## config.mk

```make
export PLATFORM = sky130hd
export DESIGN_NAME = ysyx_22040895_regfile_mp
export DESIGN_NICKNAME = d
export VERILOG_FILES = /design/src/rtl/ysyx_22040895_rf_pkg.sv /design/src/rtl/ysyx_22040895_rf_scoreboard.sv /design/src/rtl/ysyx_22040895_regfile_mp.sv
export SDC_FILE = /design/constraint.sdc
export NUM_CORES = 2
export LEC_CHECK = 0
export BUFFER_PORTS_ARGS = -buffer_cell sky130_fd_sc_hd__buf_2
export CAP_MARGIN = 20
export CORE_UTILIZATION = 55
export DETAILED_ROUTE_END_ITERATION = 16
export HOLD_SLACK_MARGIN = 0.12
export MAX_ROUTING_LAYER = met4
export PLACE_DENSITY_LB_ADDON = 0.15
export SKIP_LAST_GASP = 1
export SLEW_MARGIN = 20
export SYNTH_ARGS = -nofsm -noshare
export SYNTH_HDL_FRONTEND = slang
export SYNTH_HIERARCHICAL = 1
export SYNTH_SLANG_ARGS = --single-unit
```

## constraint.sdc

```tcl
create_clock -name clk -period 5.1 [get_ports clk]
set_input_delay 1.02 -clock clk [delete_from_list [all_inputs] [get_ports clk]]
set_output_delay 1.02 -clock clk [all_outputs]
set_load 0.01 [all_outputs]
```

## src/rtl/ysyx_22040895_rf_pkg.sv

```systemverilog
// Shared defaults, FSM state type and write-port priority helper for the register file.
package ysyx_22040895_rf_pkg;

  localparam int unsigned RF_XLEN   = 64;
  localparam int unsigned RF_NREG   = 32;
  // Widest write-port hit vector the priority helper accepts.
  localparam int unsigned RF_MAX_WR = 8;

  typedef enum logic {RF_INIT, RF_RUN} rf_state_e;

  // Index of the highest set bit; later write ports win a same-address collision.
  function automatic int unsigned rf_prio_sel(input logic [RF_MAX_WR-1:0] hits);
    int unsigned sel;
    sel = 0;
    for (int unsigned j = 0; j < RF_MAX_WR; j++) begin
      if (hits[j]) sel = j;
    end
    return sel;
  endfunction

endpackage

```

## src/rtl/ysyx_22040895_rf_scoreboard.sv

```systemverilog
// Busy bits for the register file: alloc sets, writeback clears, alloc wins a same-cycle tie.
module ysyx_22040895_rf_scoreboard #(
  parameter int unsigned NREG = 32,
  parameter int unsigned NWR  = 1,
  parameter int unsigned AW   = $clog2(NREG)
) (
  input  logic              clk,
  input  logic              rst,
  input  logic              run_i,
  input  logic [NWR-1:0]    we_i,
  input  logic [NWR*AW-1:0] waddr_i,
  input  logic              alloc_i,
  input  logic [AW-1:0]     alloc_addr_i,
  output logic [NREG-1:0]   busy_o
);

  logic [NREG-1:0] r_busy;
  logic [NREG-1:0] w_busy_next;

  always_comb begin
    w_busy_next = r_busy;
    if (run_i) begin
      for (int unsigned j = 0; j < NWR; j++) begin
        if (we_i[j]) w_busy_next[waddr_i[j*AW +: AW]] = 1'b0;
      end
      if (alloc_i) w_busy_next[alloc_addr_i] = 1'b1;
    end
    w_busy_next[0] = 1'b0;
  end

  always_ff @(posedge clk) begin
    if (rst) r_busy <= '0;
    else     r_busy <= w_busy_next;
  end

  assign busy_o = r_busy;

endmodule

```

## src/rtl/ysyx_22040895_regfile_mp.sv

```systemverilog
// Multi-port register file with scoreboard and self-clearing init sequence.
// Define YSYX_22040895_RF_BYPASS_EN to forward same-cycle write data to the read ports.
module ysyx_22040895_regfile_mp
  import ysyx_22040895_rf_pkg::*;
#(
  parameter int unsigned XLEN = RF_XLEN,
  parameter int unsigned NREG = RF_NREG,
  parameter int unsigned NRD  = 2,
  parameter int unsigned NWR  = 1,
  parameter int unsigned AW   = $clog2(NREG)
) (
  input  logic                clk,
  input  logic                rst,
  output logic                ready_o,
  input  logic [NRD-1:0]      re_i,
  input  logic [NRD*AW-1:0]   raddr_i,
  output logic [NRD*XLEN-1:0] rdata_o,
  output logic [NRD-1:0]      rbusy_o,
  input  logic [NWR-1:0]      we_i,
  input  logic [NWR*AW-1:0]   waddr_i,
  input  logic [NWR*XLEN-1:0] wdata_i,
  input  logic                alloc_i,
  input  logic [AW-1:0]       alloc_addr_i
);

  rf_state_e            r_state;
  rf_state_e            w_state_next;
  logic                 w_run;
  logic [AW-1:0]        r_ptr;
  logic [XLEN-1:0]      r_regs [NREG];
  logic [NREG-1:0]      w_busy;
  logic [RF_MAX_WR-1:0] w_hit [NREG];

  always_ff @(posedge clk) begin
    if (rst) r_state <= RF_INIT;
    else     r_state <= w_state_next;
  end

  always_comb begin
    w_state_next = r_state;
    if (r_state == RF_INIT && r_ptr == AW'(NREG - 1)) w_state_next = RF_RUN;
  end

  always_comb begin
    w_run   = (r_state == RF_RUN);
    ready_o = w_run;
  end

  always_ff @(posedge clk) begin
    if (rst)                     r_ptr <= AW'(1);
    else if (r_state == RF_INIT) r_ptr <= r_ptr + AW'(1);
  end

  // Per-register write-port hit vectors, shared by the write path and the bypass.
  always_comb begin
    for (int unsigned i = 0; i < NREG; i++) begin
      w_hit[i] = '0;
      for (int unsigned j = 0; j < NWR; j++) begin
        w_hit[i][j] = we_i[j] && (waddr_i[j*AW +: AW] == AW'(i));
      end
    end
  end

  always_ff @(posedge clk) begin
    if (!rst) begin
      if (r_state == RF_INIT) begin
        r_regs[r_ptr] <= '0;
      end else begin
        for (int unsigned i = 1; i < NREG; i++) begin
          if (|w_hit[i]) r_regs[i] <= wdata_i[rf_prio_sel(w_hit[i])*XLEN +: XLEN];
        end
      end
    end
  end

  ysyx_22040895_rf_scoreboard #(
    .NREG (NREG),
    .NWR  (NWR),
    .AW   (AW)
  ) u_scoreboard (
    .clk          (clk),
    .rst          (rst),
    .run_i        (w_run),
    .we_i         (we_i),
    .waddr_i      (waddr_i),
    .alloc_i      (alloc_i),
    .alloc_addr_i (alloc_addr_i),
    .busy_o       (w_busy)
  );

  always_comb begin
    logic [AW-1:0] ra;
    rdata_o = '0;
    rbusy_o = '0;
    for (int unsigned k = 0; k < NRD; k++) begin
      ra = raddr_i[k*AW +: AW];
      if (re_i[k] && ra != '0 && w_run) begin
`ifdef YSYX_22040895_RF_BYPASS_EN
        if (|w_hit[ra]) begin
          rdata_o[k*XLEN +: XLEN] = wdata_i[rf_prio_sel(w_hit[ra])*XLEN +: XLEN];
          rbusy_o[k]              = alloc_i && (alloc_addr_i == ra);
        end else begin
          rdata_o[k*XLEN +: XLEN] = r_regs[ra];
          rbusy_o[k]              = w_busy[ra];
        end
`else
        rdata_o[k*XLEN +: XLEN] = r_regs[ra];
        rbusy_o[k]              = w_busy[ra];
`endif
      end
    end
  end

endmodule
```

Yosys cells after proc, flatten, opt, wreduce, memory -nomap -nowiden
Memories as Yosys holds them, arrays and structs flattened.
Cells that the tools add are included.
- add/sub/neg operators: 1
- $mul: 0
- div/mod/pow operators: 0
- order comparisons: 6
- equality and inequality tests: 32
- shift operators: 31
- mux-type cells: 328
- bitwise logic cells: 4
- reduce and logical (&&, ||, !) cells: 71
- operators with widths (operator ; number):
    $mux W26 ; 93
    $mux W64 ; 33
    $reduce_or A64 Y1 ; 31
    $shiftx A64 B33 Y64 ; 31
    $mux W1 ; 164
    $mux W5 ; 31
    $mux W32 ; 3
    $eq A5 B5 Y1 const B ; 17
    $eq A5 B4 Y1 const B ; 8
    $logic_and A1 B1 Y1 ; 38
    $and A32 B32 Y32 ; 1
    $not A32 Y32 ; 1
    $or A32 B32 Y32 ; 1
    $lt A5 B6 Y1 const B ; 4
    $eq A5 B3 Y1 const B ; 4
    $bmux W1 S5 ; 2
    $demux W1 S5 ; 2
    $eq A5 B2 Y1 const B ; 2
    $ge A5 B1 Y1 const B ; 2
    $reduce_bool A5 Y1 ; 2
    $add A5 B1 Y5 const B ; 1
    $eq A5 B1 Y1 const B ; 1
    $not A1 Y1 ; 1
- register bits after elaboration: 38
- latch bits: 0
- memory bits (writable): 2048
- bits in read-only memories: 0
- output and inout bits: 131
- logic and storage cells: 478
- memories: 1
- memory list (name ; depth ; bits a word ; read ports ; clocked after memory_dff ; write ports ; RTL line ; text):
    r_regs ; 32 ; 64 ; 2 ; 0 ; 1 ; ysyx_22040895_regfile_mp.sv:30 ; logic [XLEN-1:0] r_regs [NREG];

Longest topological paths before layout
- depth in word-level cells: 38
- mapped depth: 10
- mapped depth without buffers: 5

Cells and area by module
The synthesis kept the hierarchy.
- by module, submodules not included (module ; times used ; cells each ; area an instance (um^2) ; sequential area each (um^2)):
    ysyx_22040895_regfile_mp ; 1 ; 7573 ; 107625.7 ; 59697.3
    ysyx_22040895_rf_scoreboard ; 1 ; 157 ; 1352.5 ; 620.6

Worst setup path after synthesis
No wires, ideal clock.
- path type: input to register
- start: input port rst
- end: memory r_regs[1][0] in the netlist's numbering, enable pin
- arrival time: 4.836 ns
- required time: 4.592 ns
- setup slack: -0.244 ns
- stages on the path: 4
- path buffers: 1
- path through: buf_2 and4bb_2 nand2_1 o22ai_1
- word-level cells in the longest chain between the ends: 34
- elaborated cells on any way between the ends: 157
- RTL lines (item ; RTL line ; text):
    start, declared ; ysyx_22040895_regfile_mp.sv:13 ; input logic rst,
    $mux W1 ; ysyx_22040895_regfile_mp.sv:65 ; if (!rst) begin
    $mux W1 (not written as such) ; ysyx_22040895_regfile_mp.sv:70 ; if (|w_hit[i]) r_regs[i] <= wdata_i[rf_prio_sel(w_hit[i])*XLEN +: XLEN];
    $reduce_or A64 Y1 (no source line) ; - ;
    $mux W5 (no source line) or $mux W1 (tied branches) (31 in a row) ; - ;
    end, declared ; ysyx_22040895_regfile_mp.sv:30 ;
Parallel ways exist; a longest one is shown, timed or not.

Worst setup path after layout
- start: register r_state (netlist: ready_o)
- end: output port rdata_o[78]
- word-level cells in the longest chain between the ends: 2
- RTL lines (item ; RTL line ; text):
    start, declared ; ysyx_22040895_regfile_mp.sv:26 ; rf_state_e r_state;
    start signal, assigned ; ysyx_22040895_regfile_mp.sv:36 ; else r_state <= w_state_next;
    $logic_and A1 B1 Y1 ; ysyx_22040895_regfile_mp.sv:97 ; if (re_i[k] && ra != '0 && w_run) begin
    $mux W64 ; ysyx_22040895_regfile_mp.sv:97 ;
    end, declared ; ysyx_22040895_regfile_mp.sv:17 ; output logic [NRD*XLEN-1:0] rdata_o,
No other way between the ends.

==> impl_metrics.yaml <==
critical_path:
  reg2reg_setup_slack_ns: 1.23
  path_class: "reg -> out"
  crit_slowest_cell: "dfxtp_1"
  path_delay_family: "simple AND/OR/NAND/NOR gates"
  crit_arrival_ns: 4.03
  endpoint: "rdata_o[78]"
  crit_chain: "nand2_1, nor3_2, buf_12, a31o_2, o32a_1, buf_2"
  worstReg2RegEnd: "r_regs[7][46]"
  endpoint_kind: "output pin"
  worstRegToRegCells: 7
  cp_max_fo: 25
  r2r-start: "ready_o"
  start_kind: "flip-flop"
  cp_slowest_stage_delay_ns: 0.79
  worstPathRequired_ns: 4.08
  path_buf_inv: 2
  crit_cells: 6
  crit_path_start: "ready_o"
timing:
  relSlewSlack_pct: 22.22
  fin_skew_ns: 0.03178
  tightest_slew_ns: 1.164
  rsz0062_at_grt: "no"
  setup_viol: 0
  timing.fmax_mhz: 197.9
  finalHoldViolCount: 0
  fin_crit_sh_pct: 99.07
  fin_crit_ns: 5.053
  drv_slew: 0
cts:
  cts_resized: 0
  cts_buffers: 214
  clk_latency_ns: 0.89
  cts_root_buffer: "clkbuf_16"
  cts_tree: "built"
  post_cts_buffers: 0
  clock_sinks: 2021
  path_clk_slew_ns: 0.06
  htreeDepth: 4
  cts_max_path_buffers: 3
  ctsHoldBuffers: 0
drt:
  finalWirelength_um: 411100
  first_iter_violations: 14040
  drc: 0
  via_count: 76590
  avgRoutedWirePerCell_um: 38.80
  first_pass_iters: 10
  post_drt_via_cell_ratio: 7.228
  drtAntennaViolNets: 0
logic_synthesis:
  ys_warn_count: 6
  netlist_area_mm2: 0.1090
  synth_seq_cells: 2021
  synthesis.nets: 7825
  synth_top_cell_by_area: "edfxtp_1"
  synth_top_area_share_pct: 54.67
  synth.avg_cell_area_um2: 14.10
  yosysUniqueCellTypes: 57
  synth_edf_count: 1984
  netlist_instances: 7730
  synth_seq_area_share_pct: 55.35
  synthFlopType: "edfxtp_1"
  ys_top_cells_by_area: "edfxtp_1 55%, mux4_2 14%, and2_1 11%, mux2i_1 4.5%, mux2_2 2.6%"
  async_reset_ff_share_pct: 0
place:
  dpl_cell_area_mm2: 0.1150
  hpwl_um: 228900
  numPortBuffers: 220
  place_congestion: 0.8999
cells_and_area:
  drive_above_1_share_pct: 25.30
  nNetsFinal: 7784
  design_area_mm2: 0.1221
  fin_util_pct: 61.97
  area_delta_synth_final_pct: 12.03
global_route:
  grt_pass1_wl_um: 566000
  grt_max_degree: 98
  grt_pass1_vias: 74230
  grt_antenna_before_repair: 82
  grt-ovfl-total: 0
  grtUsageTotal_pct: 42.21
floorplan:
  dieArea_mm2: 0.1999
  die_h_um: 447.1
  coreArea_mm2: 0.1970
  dieWidth_um: 447.1
  start_util_pct: 55.32
  ios: 221
  rows: 163
power:
  powerDensity_mw_per_mm2: 296.9
  leakage_nw: 37.52
  vdd_drop_max_mv: 0.3994
min_path:
  min_from: "alloc_addr_i[3]"
  hold_class: "in -> reg"
status:
  status: "finished, final reports clean"
flow_run:
  drv_cap: 0
-- final cells by class --
class,count,area [µm²]
diodes,90,225.2
repair buffers,571,5717
well taps,2640,3303
multi-input cells,4878,45670
fillers,14800,74930
flip-flops and latches,2021,60320
clock inverters,119,1116
inverters,3,16.27
clock buffers,274,5718
-- where the power goes --
part           total, mW  switching (mW)  internal, mW
Sequential          18.2          0.0748          18.1
Combinational       2.45            1.59         0.859
Clock               15.6            6.87          8.72
Total               36.3            8.53          27.7
-- layer usage --
layer | share of wire [%] | GRT usage, % | wire length (µm) | up-vias
met5 | 0 | - | 0 | -
met3 | 14 | 9.929 | 58430 | 1528
li1 | - | - | - | 29450
met1 | 34 | 53.59 | 139900 | 38630
met4 | 7.3 | 27.13 | 29900 | 0
met2 | 44 | 61.06 | 182900 | 6982
-- synth_stat cells, types with 33 or more instances --
library cell	n
o22ai_1	57
o221ai_1	64
a221oi_1	64
nor2b_1	102
mux2_2	251
o21ai_0	52
o32a_1	65
nor2_1	165
and2_1	1987
dfxtp_1	37
edfxtp_1	1984
buf_4	33
nor3_1	40
mux2i_1	493
a22oi_1	257
buf_2	133
a21oi_1	193
a31o_2	95
buf_1	67
mux4_2	688
nand2_1	147
buf_6	42
clkbuf_1	543
-- worst reg2reg max path: cells and delay by family, from the launching register on --
| family | cells | cell delay [ns] |
|---|---|---|
| buf+inv | 3 | 1.83 |
| simple gates | 4 | 1.10 |
| flops | 1 | 0.79 |
-- cells by family (layout without fill, tap and decap cells) --
kind of cell	after synthesis	count (layout)	synth area share, %
AOI/OAI and AO/OA	872	872	5.766
xor gates and xnor gates	3	3	0.02411
adders and majority gates	5	5	0.05741
buffers and inverters	831	967	3.441
DFF	2021	2021	55.35
muxes	1432	1432	21.34
other	1	91	0.003441
and+or+nand+nor	2565	2565	14.02
-- registers in the layout, indices dropped and copies added, names as in the netlist --
name	cells
r_ptr	5
ready_o	1
u_scoreboard/busy_o	31
r_regs	1984
-- cells in the final DEF (no fill, tap or decap), drive strengths merged, types with 7 or more instances in the layout --
| cell | instances |
|---|---|
| a22oi | 257 |
| a221oi | 64 |
| o32a | 65 |
| diode | 90 |
| clkbuf | 274 |
| o21ai | 64 |
| o221ai | 64 |
| a21oi | 193 |
| and3 | 30 |
| nand2b | 8 |
| nor2 | 166 |
| nand3b | 12 |
| nand2 | 147 |
| edfxtp | 1984 |
| dfxtp | 37 |
| nor2b | 102 |
| mux4 | 688 |
| or3b | 7 |
| o22ai | 57 |
| and2 | 1987 |
| nor4 | 32 |
| and2b | 9 |
| nor3 | 40 |
| nand3 | 9 |
| bufinv | 16 |
| buf | 571 |
| a31o | 100 |
| inv | 10 |
| clkinv | 91 |
| mux2i | 493 |
| mux2 | 251 |
-- per-stage QoR --
stage                     power, mW  setup WS, ns  cells  setup TNS, ns  hold slack [ns]
after floorplan               20.01       -0.2424   7730         -66.04           0.5348
after global placement        20.90        0.4394  10110              0           0.5665
after detailed placement      20.93        0.4669  10110              0           0.5717
after CTS                     36.17        0.1653  10510              0           0.5079
after global routing          36.91        0.1239  10570              0           0.5624
final                         36.25       0.04725  10600              0           0.5446
-- how the worst min path moves through the flow --
| stage | end | slack (ns) | cells past startpoint |
|---|---|---|---|
| 6_report | u_scoreboard/busy_o[8] | 0.54 | 3 |
| 5_1_grt | u_scoreboard/busy_o[30] | 0.56 | 3 |
| 4_1_cts | u_scoreboard/busy_o[11] | 0.51 | 3 |
| 3_5_place_dp | r_ptr[0] | 0.57 | 2 |
| 3_3_place_gp | r_ptr[1] | 0.57 | 2 |
| 2_1_floorplan | r_ptr[0] | 0.53 | 2 |
Power figures use the tool's default switching activity.
